**src/rtl/h264_bs_axis_packer.sv**
```systemverilog
// rtl/h264_bs_axis_packer.sv - packs h264_core bytes into AXI4-Stream beats through an overflow-reporting FWFT FIFO
module h264_bs_axis_packer #(
  parameter int OUT_BYTES  = 8,
  parameter int FIFO_DEPTH = 16,
  parameter int CNT_W      = 16
) (
  input  logic                           clk,
  input  logic                           rst,
  input  logic                           byte_valid_i,
  input  logic [7:0]                     byte_data_i,
  input  logic                           frame_done_i,
  output logic [8*OUT_BYTES-1:0]         tdata_o,
  output logic [OUT_BYTES-1:0]           tkeep_o,
  output logic                           tvalid_o,
  output logic                           tlast_o,
  input  logic                           tready_i,
  output logic [$clog2(FIFO_DEPTH):0]    fifo_level_o,
  output logic                           overflow_o,
  output logic [CNT_W-1:0]               drop_cnt_o,
  output logic [CNT_W-1:0]               frame_cnt_o
);

  localparam int IDX_W = (OUT_BYTES > 1) ? $clog2(OUT_BYTES) : 1;
  localparam int PTR_W = $clog2(FIFO_DEPTH);
  localparam int LVL_W = PTR_W + 1;
  localparam int DW    = 8 * OUT_BYTES;
  localparam logic [IDX_W-1:0] LAST_IDX = IDX_W'(OUT_BYTES - 1);
  localparam logic [LVL_W-1:0] FULL_LVL = LVL_W'(FIFO_DEPTH);

  logic [IDX_W-1:0]     idx_q;
  logic [DW-1:0]        word_q, word_nxt;
  logic [OUT_BYTES-1:0] keep_q, keep_nxt;
  logic                 push;

  // Lanes not yet written stay zero because the word is cleared on every push.
  always_comb begin
    word_nxt = word_q;
    keep_nxt = keep_q;
    for (int i = 0; i < OUT_BYTES; i++) begin
      if (idx_q == IDX_W'(i)) begin
        word_nxt[8*i +: 8] = byte_data_i;
        keep_nxt[i]        = 1'b1;
      end
    end
  end

  assign push = byte_valid_i & ((idx_q == LAST_IDX) | frame_done_i);

  always_ff @(posedge clk or posedge rst) begin
    if (rst) begin
      idx_q  <= '0;
      word_q <= '0;
      keep_q <= '0;
    end else if (byte_valid_i) begin
      if (push) begin
        idx_q  <= '0;
        word_q <= '0;
        keep_q <= '0;
      end else begin
        idx_q  <= idx_q + 1'b1;
        word_q <= word_nxt;
        keep_q <= keep_nxt;
      end
    end
  end

  logic [DW-1:0]        mem_data [FIFO_DEPTH];
  logic [OUT_BYTES-1:0] mem_keep [FIFO_DEPTH];
  logic                 mem_last [FIFO_DEPTH];
  logic [PTR_W-1:0]     wr_ptr, rd_ptr;
  logic [LVL_W-1:0]     level_q;
  logic                 pop, full, wr_en, drop;

  assign tvalid_o = (level_q != '0);
  assign pop      = tvalid_o & tready_i;
  assign full     = (level_q == FULL_LVL);
  // A full FIFO still accepts a word when the head leaves on the same edge.
  assign wr_en    = push & (~full | pop);
  assign drop     = push & full & ~pop;

  assign tdata_o      = tvalid_o ? mem_data[rd_ptr] : '0;
  assign tkeep_o      = tvalid_o ? mem_keep[rd_ptr] : '0;
  assign tlast_o      = tvalid_o & mem_last[rd_ptr];
  assign fifo_level_o = level_q;

  always_ff @(posedge clk) begin
    if (wr_en) begin
      mem_data[wr_ptr] <= word_nxt;
      mem_keep[wr_ptr] <= keep_nxt;
      mem_last[wr_ptr] <= frame_done_i;
    end
  end

  always_ff @(posedge clk or posedge rst) begin
    if (rst) begin
      wr_ptr  <= '0;
      rd_ptr  <= '0;
      level_q <= '0;
    end else begin
      if (wr_en) wr_ptr <= wr_ptr + 1'b1;
      if (pop)   rd_ptr <= rd_ptr + 1'b1;
      case ({wr_en, pop})
        2'b10:   level_q <= level_q + 1'b1;
        2'b01:   level_q <= level_q - 1'b1;
        default: level_q <= level_q;
      endcase
    end
  end

  always_ff @(posedge clk or posedge rst) begin
    if (rst) begin
      overflow_o  <= 1'b0;
      drop_cnt_o  <= '0;
      frame_cnt_o <= '0;
    end else begin
      if (byte_valid_i & frame_done_i) frame_cnt_o <= frame_cnt_o + 1'b1;
      if (drop) begin
        overflow_o <= 1'b1;
        if (drop_cnt_o != '1) drop_cnt_o <= drop_cnt_o + 1'b1;
      end
    end
  end

endmodule
```
**config.mk**
```make
export PLATFORM = sky130hd
export DESIGN_NAME = h264_bs_axis_packer
export DESIGN_NICKNAME = d
export VERILOG_FILES = /design/src/rtl/h264_bs_axis_packer.sv
export SDC_FILE = /design/constraint.sdc
export NUM_CORES = 1
export LEC_CHECK = 0
export BUFFER_PORTS_ARGS = -buffer_cell sky130_fd_sc_hd__clkbuf_2
export CAP_MARGIN = 20
export CORE_ASPECT_RATIO = 1.75
export CORE_UTILIZATION = 50
export DETAILED_ROUTE_END_ITERATION = 10
export PLACE_DENSITY = 0.73
export SLEW_MARGIN = 30
export SYNTH_ARGS = -nofsm -noshare
export SYNTH_HDL_FRONTEND = slang
export SYNTH_SLANG_ARGS = --single-unit
```
**constraint.sdc**
```tcl
create_clock -name clk -period 6.35 [get_ports clk]
set_input_delay 0.3175 -clock clk [delete_from_list [all_inputs] [get_ports clk]]
set_output_delay 0.3175 -clock clk [all_outputs]
set_load 0.05 [all_outputs]
```
==> results.md <==
- Synthesis Warnings: 0
- Total Wirelength: 112000 µm
- Root Driver: clkbuf_16
- Multi-input logic area: 11300 µm²
- Sw frac: 34.3%
- Clock Power Share: 27.0%
- RSZ-0062 raised after global routing: no
- Synth area leaders: edfxtp_1, mux4_2, dfrtp_1
- RePlAce Congestion: 0.744
- Die height: 421 µm
- Number of synthesized flops with an enable pin: 1168
- Die footprint: 102000 µm²
- Lkg Pwr: 19.0 nW
- Critical hold path startpoint: byte_valid_i
- Status: complete, no violations
- Critical path endpoint category: output port
- Layout cells sized above 1: 26.9%
- Seq/Total Area, Yosys: 76.0%
- Slew Viols, Final: 0
- IO Count: 125
- Total CTS buffers: 106
- Reg area: 38100 µm²
- Slew @ Worst Pin: 1010 ps
- Vias in the first global route: 26100
- F_max: 234 MHz
- Worst path cell trace: nor4_4 -> nand2b_1 -> nand2b_4 -> buf_4 -> o22ai_1 -> clkbuf_2
- Syn Std Cell Area: 50100 µm²
- Worst R2R Setup Slack: 2080 ps
- Peak VDD IR: 0.453 mV
- Crit share post-route: 67.3%
- Initial core utilization: 50.5%
- Critical path class: flop to output port
- Area Overhead vs Synth: 12.5%
- Final hold vios: 0
- Most common cell in the netlist: edfxtp_1
- Placement-stage worst setup slack: 2250 ps
- Hold Path Stages: 3
- Simple-Gate Fraction of Synth Area: 2.38%
- Dpl hpwl: 61700 µm
- Syn Area/Cell: 20.7 µm²
- Min setup slack post-route: 2070 ps
- Top Family by Delay on Critical Path: simple AND/OR/NAND/NOR gates
- Worst hold slack: 168 ps
- Worst EP required: 6030 ps
- Initial antenna violation count: 1
- Multiplexer share of the synthesized area: 16.9%
- Worst Path Arrival: 3960 ps
- Via count: 24500
- Synth async-reset ratio: 9.39%
- Combinational share of power: 32.4%
- Fin crit period: 4280 ps
- Buffers & Inverters on Critical Path: 2
- Drt pass-1 iters: 5
- Routed WL per cell: 28.0 µm
- Worst-path fanout max: 45
- First-pass GRT wire length: 168000 µm
- Worst hold path type: primary input to flop
- Syn Nets: 2456
- Largest family of logic cells by synthesized area: multiplexers
- Residual DRC: 0
- Final-layout fill cell count: 7034
- Worst slew margin: 32.4%
- Final Util: 56.8%
- Slowest stage cell, crit path: nand2b_4
- Mapped Cells: 2428
- Worst Clk Skew: 30.5 ps
- Via density: 6.11
- Final Power: 25.3 mW
- Clock slew at reported path FFs: 70 ps
- TritonCTS clock tree: done
- Share of the synthesized area in the top cell type: 69.9%
- Hold EP: keep_q[2]
- H-tree levels: 3
- CORE AREA: 99400 µm²
- Worst R2R Start: idx_q[2]
- Final net count: 2632
- Synth Register Bits: 1289
- Final setup viols: 0
- Worst R2R End: mem_data[7][33]
- Synth area leader: edfxtp_1
- Total track usage: 22.7%
- Total gr overflow: 0
- IO Port Bufs: 124
- Synth cell types: 49
- Post-route ant nets: 0
- Clock sink count: 1289
- P per Cell Area: 449 nW/µm²
- Commonest cells post-synth: edfxtp_1, mux4_2, mux2i_1
- Maximum number of pins on one net before global-route repair: 83
- DIE WIDTH: 241 µm
- Post-synthesis compound-gate area fraction: 2.12%
- Row count: 153
- Seq pwr share: 40.5%
- Internal: 16.6 mW
- Synth Flop Type: edfxtp_1
- Synth Area in XOR/XNOR: 0.664%
- 1st-iter DRT viols: 2468
- Clk_lat worst skew: 730 ps
- R2R cell count: 6
- Psw: 8.70 mW
- Setup TNS: 0 ps
- Max-cap violation count: 0
- CP max stage delay: 740 ps
- # diodes: 0
- Critical path launch point type: flop
- CTS Buffer Depth: 3
- Post-Synth Adder-Cell Area: 0.374%
[metal layers]
metal  track usage [%]  vias up  share of wire (%)
li1                  -    10200                  -
met1              29.0    13200                 37
met2              39.1      984                 53
met3              3.59      194                6.7
met4              8.04        0                3.3
met5                 0        -                  0
[how the worst max path moves through the flow]
stage,from,to,cells past startpoint
finish,fifo_level_o[1],tdata_o[29],6
global route,idx_q[2],mem_data[7][5],6
CTS,fifo_level_o[1],tdata_o[29],6
detailed placement,idx_q[2],mem_data[7][32],6
global placement,idx_q[0],mem_data[8][40],7
floorplan,idx_q[0],mem_data[10][0],7
[placed cells by master (no fill, tap or decap), drive strengths merged, types with 2 or more instances in the layout]
cell / n
o21ai: 94
nor3: 6
nand3: 15
and2: 23
nor3b: 3
inv: 67
nor2: 21
clkinvlp: 7
nor2b: 4
a22oi: 2
clkbuf: 247
a31oi: 4
mux2i: 148
o21a: 2
nand2b: 5
nand2: 110
nor4: 7
clkinv: 49
buf: 73
o22ai: 74
a21oi: 6
mux2: 37
and3: 4
xor2: 16
mux4: 292
dfrtp: 121
xnor2: 22
ha: 15
dlygate4sd3: 2
edfxtp: 1168
bufinv: 17
nand4: 11
and4: 9
or2: 6
[cell type report]
| cell class | count | area share, % |
|---|---|---|
| multi-input combinational | 944 | 20.1 |
| timing repair buffer | 199 | 2.59 |
| clock inverter | 76 | 1.60 |
| sequential | 1289 | 67.5 |
| clock buffer | 123 | 4.85 |
| inverter | 64 | 0.435 |
| tap | 1317 | 2.92 |
[registers in the layout, indices dropped and copies added (netlist names)]
register      cells
mem_keep        128
rd_ptr            4
mem_last         16
word_q           64
idx_q             3
overflow_o        1
drop_cnt_o       16
mem_data       1024
wr_ptr            4
keep_q            8
frame_cnt_o      16
fifo_level_o      5
[worst min-delay path, cell delays in order]
cell and delay [ps]:
clkbuf_2 90, o21a_1 270, nor2_1 160
[power by group through the flow]
| stage | combinational (mW) | clock, mW | sequential (mW) |
|---|---|---|---|
| finish | 8.22 | 6.84 | 10.3 |
| global route | 8.67 | 7.23 | 10.3 |
| detailed placement | 8.33 | 0 | 10.5 |
| floorplan | 6.14 | 0 | 10.3 |
| CTS | 8.36 | 6.92 | 10.3 |
| global placement | 8.07 | 0 | 10.5 |
[kinds of logic (layout without fill, tap and decap cells)]
kind of cell               after synthesis  after routing
xor gates and xnor gates                38             38
AOI/OAI and AO/OA                      185            185
buffers and inverters                  195            462
DFF                                   1289           1289
muxes                                  477            477
and+or+nand+nor                        229            229
adders and majority gates               15             15
[metrics by stage]
step                std cells  area [µm²]
floorplan                2428       50100
global placement         3799       52500
detailed placement       3811       52800
CTS                      4012       56400
global route             4012       56400
finish                   4012       56400
[what timing repair did]
item	CTS	global route
hold endpoints to repair	69	0
setup buffers	0	0
hold buffers	2	0
resized for setup	0	0
No activity file was read; power rests on OpenSTA's default activity.
